**src/rtl/des_key_schedule.sv**
```systemverilog
// DES key schedule: expands a 64-bit key into 16 round subkeys, one per clock,
// and packs them into a 768-bit bundle (slot 1 in the top 48 bits).
// Optional feature macro: DES_KEY_PARITY_CHK_EN adds key_in odd-parity checking;
// without it parity_err is tied low.
module des_key_schedule (
  input  logic         clk,
  input  logic         rst,
  input  logic         start,
  input  logic [63:0]  key_in,
  input  logic         decrypt,
  output logic         busy,
  output logic         done,
  output logic         keys_valid,
  output logic [767:0] round_keys,
  output logic         parity_err
);

  localparam int unsigned KEY_W      = 64;
  localparam int unsigned HALF_W     = 28;
  localparam int unsigned CD_W       = 56;
  localparam int unsigned SUBKEY_W   = 48;
  localparam int unsigned NUM_ROUNDS = 16;
  localparam int unsigned BUNDLE_W   = 768;
  localparam int unsigned RND_W      = 4;

  // PC-1: DES bit numbers (1 = key MSB) feeding C (first 28) then D
  localparam int unsigned PC1_TBL [CD_W] = '{
    57, 49, 41, 33, 25, 17,  9,  1, 58, 50, 42, 34, 26, 18,
    10,  2, 59, 51, 43, 35, 27, 19, 11,  3, 60, 52, 44, 36,
    63, 55, 47, 39, 31, 23, 15,  7, 62, 54, 46, 38, 30, 22,
    14,  6, 61, 53, 45, 37, 29, 21, 13,  5, 28, 20, 12,  4
  };

  // PC-2: positions (1 = C MSB) of the concatenated C,D selected per subkey bit
  localparam int unsigned PC2_TBL [SUBKEY_W] = '{
    14, 17, 11, 24,  1,  5,  3, 28, 15,  6, 21, 10,
    23, 19, 12,  4, 26,  8, 16,  7, 27, 20, 13,  2,
    41, 52, 31, 37, 47, 55, 30, 40, 51, 45, 33, 48,
    44, 49, 39, 56, 34, 53, 46, 42, 50, 36, 29, 32
  };

  // Bit r set when round r rotates by two (otherwise by one)
  localparam logic [NUM_ROUNDS-1:0] SHIFT_TWO = 16'b0111_1110_1111_1100;

  typedef enum logic [1:0] {IDLE, GEN, DONE} state_t;

  function automatic logic [CD_W-1:0] pc1(input logic [KEY_W-1:0] k);
    logic [CD_W-1:0] r;
    r = '0;
    for (int i = 0; i < int'(CD_W); i++)
      r[6'(CD_W - 1 - i)] = k[6'(KEY_W - PC1_TBL[i])];
    return r;
  endfunction

  function automatic logic [SUBKEY_W-1:0] pc2(input logic [CD_W-1:0] cd);
    logic [SUBKEY_W-1:0] r;
    r = '0;
    for (int i = 0; i < int'(SUBKEY_W); i++)
      r[6'(SUBKEY_W - 1 - i)] = cd[6'(CD_W - PC2_TBL[i])];
    return r;
  endfunction

  function automatic logic [HALF_W-1:0] rotl(input logic [HALF_W-1:0] h, input logic two);
    return two ? {h[HALF_W-3:0], h[HALF_W-1:HALF_W-2]} : {h[HALF_W-2:0], h[HALF_W-1]};
  endfunction

  state_t               state, state_nxt;
  logic [RND_W-1:0]     rnd;
  logic [HALF_W-1:0]    c_reg, d_reg;
  logic                 dec_reg;
  logic                 load_c, gen_c, last_c, fin_c;
  logic [HALF_W-1:0]    c_rot_c, d_rot_c;
  logic [SUBKEY_W-1:0]  subkey_c;
  logic [RND_W-1:0]     slot_idx_c;
  logic [CD_W-1:0]      cd_init_c;

  // Rotate the halves for this round, derive the subkey and its destination slot
  always_comb begin
    c_rot_c    = rotl(c_reg, SHIFT_TWO[rnd]);
    d_rot_c    = rotl(d_reg, SHIFT_TWO[rnd]);
    subkey_c   = pc2({c_rot_c, d_rot_c});
    slot_idx_c = dec_reg ? (4'd15 - rnd) : rnd;
    cd_init_c  = pc1(key_in);
  end

  // State register
  always_ff @(posedge clk or posedge rst) begin
    if (rst) state <= IDLE;
    else     state <= state_nxt;
  end

  // Next-state and datapath enables
  always_comb begin
    state_nxt = state;
    load_c    = 1'b0;
    gen_c     = 1'b0;
    last_c    = 1'b0;
    fin_c     = 1'b0;
    case (state)
      IDLE: begin
        if (start) begin
          load_c    = 1'b1;
          state_nxt = GEN;
        end
      end
      GEN: begin
        gen_c = 1'b1;
        if (rnd == RND_W'(NUM_ROUNDS - 1)) begin
          last_c    = 1'b1;
          state_nxt = DONE;
        end
      end
      DONE: begin
        fin_c     = 1'b1;
        state_nxt = IDLE;
      end
      default: state_nxt = IDLE;
    endcase
  end

  // Key halves, round counter, bundle and handshake outputs
  always_ff @(posedge clk or posedge rst) begin
    if (rst) begin
      c_reg      <= '0;
      d_reg      <= '0;
      dec_reg    <= 1'b0;
      rnd        <= '0;
      busy       <= 1'b0;
      done       <= 1'b0;
      keys_valid <= 1'b0;
      round_keys <= '0;
    end else begin
      done <= 1'b0;
      if (load_c) begin
        c_reg      <= cd_init_c[CD_W-1:HALF_W];
        d_reg      <= cd_init_c[HALF_W-1:0];
        dec_reg    <= decrypt;
        rnd        <= '0;
        keys_valid <= 1'b0;
        busy       <= 1'b1;
      end
      if (gen_c) begin
        c_reg <= c_rot_c;
        d_reg <= d_rot_c;
        rnd   <= rnd + RND_W'(1);
        for (int s = 0; s < int'(NUM_ROUNDS); s++) begin
          if (slot_idx_c == RND_W'(s))
            round_keys[10'(BUNDLE_W - 1 - SUBKEY_W * s) -: SUBKEY_W] <= subkey_c;
        end
        if (last_c) done <= 1'b1;
      end
      if (fin_c) begin
        busy       <= 1'b0;
        keys_valid <= 1'b1;
      end
    end
  end

`ifdef DES_KEY_PARITY_CHK_EN
  // Flag any key byte with an even ones-count, captured at start accept
  always_ff @(posedge clk or posedge rst) begin
    if (rst) begin
      parity_err <= 1'b0;
    end else if (load_c) begin
      parity_err <= 1'b0;
      for (int b = 0; b < int'(KEY_W / 8); b++)
        if (~^key_in[8*b +: 8]) parity_err <= 1'b1;
    end
  end
`else
  assign parity_err = 1'b0;
`endif

endmodule

```
**config.mk**
```make
export PLATFORM = sky130hd
export DESIGN_NAME = des_key_schedule
export DESIGN_NICKNAME = d
export VERILOG_FILES = /design/src/rtl/des_key_schedule.sv
export SDC_FILE = /design/constraint.sdc
export NUM_CORES = 1
export LEC_CHECK = 0
export BUFFER_PORTS_ARGS = -buffer_cell sky130_fd_sc_hd__buf_2
export CAP_MARGIN = 20
export CORE_AREA = 2 2 329 331
export CTS_BUF_LIST = sky130_fd_sc_hd__clkbuf_16
export DETAILED_ROUTE_END_ITERATION = 10
export DIE_AREA = 0 0 331 333
export PLACE_DENSITY = 0.56
export SYNTH_ARGS = -nofsm -noshare
export SYNTH_HDL_FRONTEND = slang
export SYNTH_SLANG_ARGS = --single-unit
```
**constraint.sdc**
```tcl
create_clock -name clk -period 23.3 [get_ports clk]
set_input_delay 0 -clock clk [delete_from_list [all_inputs] [get_ports clk]]
set_output_delay 0 -clock clk [all_outputs]
set_load 0.005 [all_outputs]
```
Word-level counts from Yosys, hierarchy flattened
Memory sizes are Yosys's and may differ from the RTL's.
Index checks and enable logic that the tools add are counted.

storage, ports and cells
  memories = 1
  memory bits (read-only) = 16
  output and inout bits = 772
  input bits = 68
  register bits after elaboration = 834

memories
  memory           words  bits a word  read ports  clocked after Yosys merged registers in  write ports  line  text
  (no name shown)  16     1            1           0                                        0            80    d_rot_c = rotl(d_reg, SHIFT_TWO[rnd]);

cells by class
  magnitude comparators = 1
  reduce and logical (&&, ||, !) cells = 21
  add/sub/neg operators = 2
  equality and inequality tests = 20
  muxes and demuxes = 25

operator list
  kind                                                                   number
  28-bit 2-to-1 mux                                                      6
  4-bit equality test, second input constant                             9
  2-bit AND reduction                                                    17
  4-bit by 3-bit equality test with 1-bit output, second input constant  4
  1-bit 2-to-1 mux                                                       13
  4-bit 2-to-1 mux                                                       3
  4-bit by 2-bit equality test with 1-bit output, second input constant  2
  4-bit by 5-bit < comparator with 1-bit output, second input constant   1
  4-bit by 1-bit adder with 4-bit output, second input constant          1
  4-bit by 1-bit equality test with 1-bit output, second input constant  1
  4-bit zero test                                                        1
  2-bit 2-to-1 mux                                                       2
  2-bit != test, second input constant                                   2
  2-bit case mux with 2 select lines                                     1
  2-bit nonzero test                                                     2
  4-bit subtractor, first input constant                                 1
  2-bit by 1-bit equality test with 1-bit output, second input constant  1
  2-bit equality test, second input constant                             1
  2-bit zero test                                                        1

Longest topological paths before layout
  depth after elaboration = 5
  mapped depth = 9
  mapped depth without buffers = 6

Worst setup path before layout
Ideal clock, no wire load.

  kind = register -> register
  from = register rnd[0]
  to = register round_keys[363]
  cell stages (with the launch flop) = 10
  clock period less this slack = 2.284 ns
  setup slack = 21.016 ns
  buffers on the path = 3
  required time = 23.168 ns
  arrival = 2.151 ns
  path through = dfrtp_1 clkbuf_1 inv_1 ha_1 nand2_1 a31oi_4 buf_6 mux2i_1 clkbuf_1 o21ai_1

on the way
  longest elaborated chain between the ends = 4
  elaborated cells on any way between the ends = 7

RTL lines
  item                           line  text
  start, declared                68    logic [RND_W-1:0] rnd;
  start signal, assigned         145   rnd <= rnd + RND_W'(1);
  4-bit subtractor               82    slot_idx_c = dec_reg ? (4'd15 - rnd) : rnd;
  4-bit 2-to-1 mux               82
  4-bit equality test            147   if (slot_idx_c == RND_W'(s))
  2-bit AND reduction (no line)  n/a
  end signal, assigned by index  148   round_keys[10'(BUNDLE_W - 1 - SUBKEY_W * s) -: SUBKEY_W] <= subkey_c;
  end, declared                  14    output logic [767:0] round_keys,

Parallel ways exist; a longest one is shown, timed or not. The select of a mux whose other input is x is not followed.
A chain may end at the register's enable or synchronous reset.

==> insert_results.sql <==
INSERT INTO impl_metrics (metric_group, metric, value, unit) VALUES
('outcome', 'outcome', 'finished, final reports clean', ''),
('timing', 'timing_worst_slew_pin_value', '1.126', 'ns'),
('floorplan', 'dieHeight', '333', 'um'),
('timing', 'final-setup-viol-count', '0', ''),
('placed_design', 'place.detailed.instances', '4999', ''),
('grt', 'grt_pass1_vias', '23950', ''),
('critical_path', 'worst_setup_path_end_kind', 'async pin', ''),
('timing', 'achievable-frequency', '240.5', 'MHz'),
('placed_design', 'postPlaceCellArea', '37210', 'um2'),
('final_layout', 'final_layout_size_suffix_gt1_share', '29.13', '%'),
('route', 'detailroute.via_count', '24930', ''),
('final_layout', 'stdcell_area', '40860', 'um2'),
('timing', 'rsz0062_at_grt', 'no', ''),
('critical_path', 'path_buf_inv', '8', ''),
('critical_path', 'critPathArrivalTime', '4.81', 'ns'),
('critical_path', 'critPathSlowestCell', 'sky130_fd_sc_hd__buf_4', ''),
('critical_path', 'reg2reg_depth', '6', ''),
('critical_path', 'crit_family', 'buffers and inverters', ''),
('worst_hold_path', 'worstHoldPathType', 'in2reg', ''),
('route', 'drt-total-wl', '116600', 'um'),
('timing', 'timing.final.crit_share', '17.85', '%'),
('job', 'max-cap-violations', '0', ''),
('floorplan', 'die_extent_in_x', '331', 'um'),
('timing', 'fin_ws', '19.14', 'ns'),
('critical_path', 'crit_path_max_incr_delay', '0.87', 'ns'),
('yosys', 'syn_avg_cell_area', '10.54', 'um2'),
('placed_design', 'io_buffer_count', '830', ''),
('timing', 'final_max_slew_viol_count', '0', ''),
('placed_design', 'routabilityCongestion', '0.8003', ''),
('yosys', 'yosysWarnings', '0', ''),
('final_layout', 'layoutNonFillerInstCount', '5244', ''),
('clock_network', 'htree_num_levels', '3', ''),
('critical_path', 'worst_setup_path_start_kind', 'input port', ''),
('final_layout', 'nFillCells', '10710', ''),
('floorplan', 'core_area', '106600', 'um2'),
('route', 'drt_first_iter_violations', '1600', ''),
('clock_network', 'cts.root.buffer_cell', 'sky130_fd_sc_hd__clkbuf_16', ''),
('final_layout', 'flip_flop_count_of_the_largest_register_after_layout', '768', ''),
('final_layout', 'layout.core_utilization', '38.33', '%'),
('timing', 'final.min_clock_period', '4.158', 'ns'),
('route', 'final_antenna_net_count', '0', ''),
('yosys', 'synth_area', '31010', 'um2'),
('power_and_ir_drop', 'cellLeakagePower', '0.02034', 'uW'),
('route', 'firstDrtPassIters', '5', ''),
('clock_network', 'cts.clk_slew.worst_paths', '0.06', 'ns'),
('grt', 'global_route.usage.total', '20.74', '%'),
('clock_network', 'worstSkewPairLatency', '0.68', 'ns'),
('floorplan', 'initial_utilization', '29.09', '%'),
('grt', 'globalRouteOverflowTotal', '0', ''),
('clock_network', 'cts-root-to-sink-buffers', '3', ''),
('yosys', 'mapped_cells', '2941', ''),
('timing', 'setup_total_negative_slack', '0', 'ns'),
('yosys', 'netlist-cell-type-count', '36', ''),
('critical_path', 'crit_cells', '8', ''),
('final_layout', 'nNetsFinal', '3834', ''),
('placed_design', 'dp_worst_setup_slack', '19.26', 'ns'),
('route', 'wire_per_inst', '22.23', 'um'),
('critical_path', 'timing.critical_path.cells', 'dlygate4sd3_1 -> buf_2 -> dlygate4sd3_1 -> clkinvlp_4 -> buf_4 -> buf_4 -> buf_4 -> buf_4', ''),
('yosys', 'synth-seq-cells', '834', ''),
('floorplan', 'die_area', '110200', 'um2'),
('route', 'remaining_drc_errors', '0', ''),
('floorplan', 'placement_rows', '120', ''),
('clock_network', 'tritoncts', 'yes', ''),
('clock_network', 'numCtsBuffers', '90', ''),
('power_and_ir_drop', 'cellPowerDensity', '161.6', 'nW/um2'),
('critical_path', 'most_used_cell_along_the_critical_path', 'sky130_fd_sc_hd__buf_4', ''),
('critical_path', 'setup.worst_path.class', 'in2async', ''),
('grt', 'grt_start_max_net_pins', '97', ''),
('critical_path', 'path_max_fanout', '75', ''),
('timing', 'worst_clock_skew', '0.04361', 'ns'),
('worst_hold_path', 'min_delay_path_depth', '3', '');
final cells by class:
class | instances | share of cell area (%)
flip-flops and latches | 834 | 51.08
multi-input cells | 1844 | 23.88
repair buffers | 983 | 13.66
clock buffers | 91 | 5.573
well taps | 1403 | 4.296
clock inverters | 74 | 1.375
inverters | 9 | 0.09186
diodes | 6 | 0.03674
report_power, final:
group          switching [uW]  internal, uW  leakage, uW
registers                 350          2030       0.0108
clock network             618           771      0.00146
logic                    1890           947      0.00810
total                    2860          3750       0.0203
metal layers:
metal  GRT usage [%]  routed length [um]  up-vias
met2           33.83               55170      892
met3           5.064                8448      174
met1           26.73               49310    12100
met4           7.303                3626        0
met5               0                   0        -
li1                -                   -    11760
cell usage after synthesis, drive strengths merged:
cell / instances / area [um2]
a21boi: 1 / 7.510
a22o: 2 / 17.52
nor2b: 1 / 6.260
conb: 1 / 3.750
a31oi: 1 / 21.27
a211oi: 4 / 40.03
ha: 4 / 50.05
nor3b: 6 / 45.04
mux2i: 50 / 500.5
buf: 95 / 500.5
nor2: 4 / 15.01
nand3: 3 / 15.01
a22oi: 52 / 390.4
and3b: 6 / 52.55
inv: 9 / 33.78
o221ai: 62 / 543.0
clkbuf: 159 / 596.8
mux2: 5 / 56.30
and3: 3 / 18.77
and2: 2 / 12.51
o22a: 8 / 70.07
a21oi: 16 / 80.08
dfrtp: 834 / 20870
a41oi: 1 / 8.760
nand2b: 1 / 6.260
nand2: 820 / 3078
a21o: 1 / 7.510
o22ai: 8 / 50.05
or2: 1 / 6.260
o21ai: 776 / 3884
nor3: 5 / 25.02
worst reg2reg max path: stages, from the launching register on:
cell and delay [ns]:
sky130_fd_sc_hd__dfrtp_1 0.75, sky130_fd_sc_hd__inv_1 0.30, sky130_fd_sc_hd__a31oi_4 0.19, sky130_fd_sc_hd__buf_4 0.59
sky130_fd_sc_hd__buf_4 0.76, sky130_fd_sc_hd__mux2i_4 1.04, sky130_fd_sc_hd__o21ai_0 0.29
placed cells by master, fill, tap and decap left out, types with 6 or more instances in the layout:
cell	instances
sky130_fd_sc_hd__nand2_1	819
sky130_fd_sc_hd__nor3b_1	6
sky130_fd_sc_hd__a22oi_1	52
sky130_fd_sc_hd__o22ai_1	8
sky130_fd_sc_hd__buf_4	77
sky130_fd_sc_hd__clkinv_1	23
sky130_fd_sc_hd__dlygate4sd3_1	67
sky130_fd_sc_hd__mux2i_4	30
sky130_fd_sc_hd__diode_2	6
sky130_fd_sc_hd__o221ai_1	46
sky130_fd_sc_hd__inv_1	25
sky130_fd_sc_hd__clkinv_2	15
sky130_fd_sc_hd__o21ai_1	500
sky130_fd_sc_hd__dfrtp_1	832
sky130_fd_sc_hd__a21oi_1	16
sky130_fd_sc_hd__o21ai_0	276
sky130_fd_sc_hd__o221ai_4	16
sky130_fd_sc_hd__o22a_1	8
sky130_fd_sc_hd__and3b_1	6
sky130_fd_sc_hd__buf_16	6
sky130_fd_sc_hd__buf_2	831
sky130_fd_sc_hd__clkbuf_16	91
sky130_fd_sc_hd__mux2i_2	16
what timing repair did:
action | 4_1_cts | 5_1_grt
hold buffers | 67 | 0
gates resized for setup | 0 | 0
setup buffers | 0 | 0
hold endpoints to repair | 88 | 0
cells by family after synthesis:
kind of cell	synth area share, %
compound gates	16.51
simple gates	10.58
flops	67.30
buf+inv	3.647
mux	1.795
fa+ha+maj	0.1614
other cells	0.01209
stage by stage:
step | total power [uW] | hold WS, ns
CTS | 6658 | 0.1364
global route | 7031 | 0.1516
finish | 6602 | 0.1581
detailed placement | 5242 | 0.1680
global placement | 5168 | 0.1604
floorplan | 3611 | 0.1517
worst paths after layout:
check	from	slack [ns]	endpoint
max	rst	19.14	round_keys[66]
min	decrypt	0.16	dec_reg
max reg2reg	rnd[2]	19.21	round_keys[13]
min reg2reg	round_keys[121]	0.47	round_keys[121]
max in group clk	rnd[2]	19.21	round_keys[13]
min in group asynchronous	rst	0.58	round_keys[611]
Note: power is estimated with default switching activity, not from simulation.
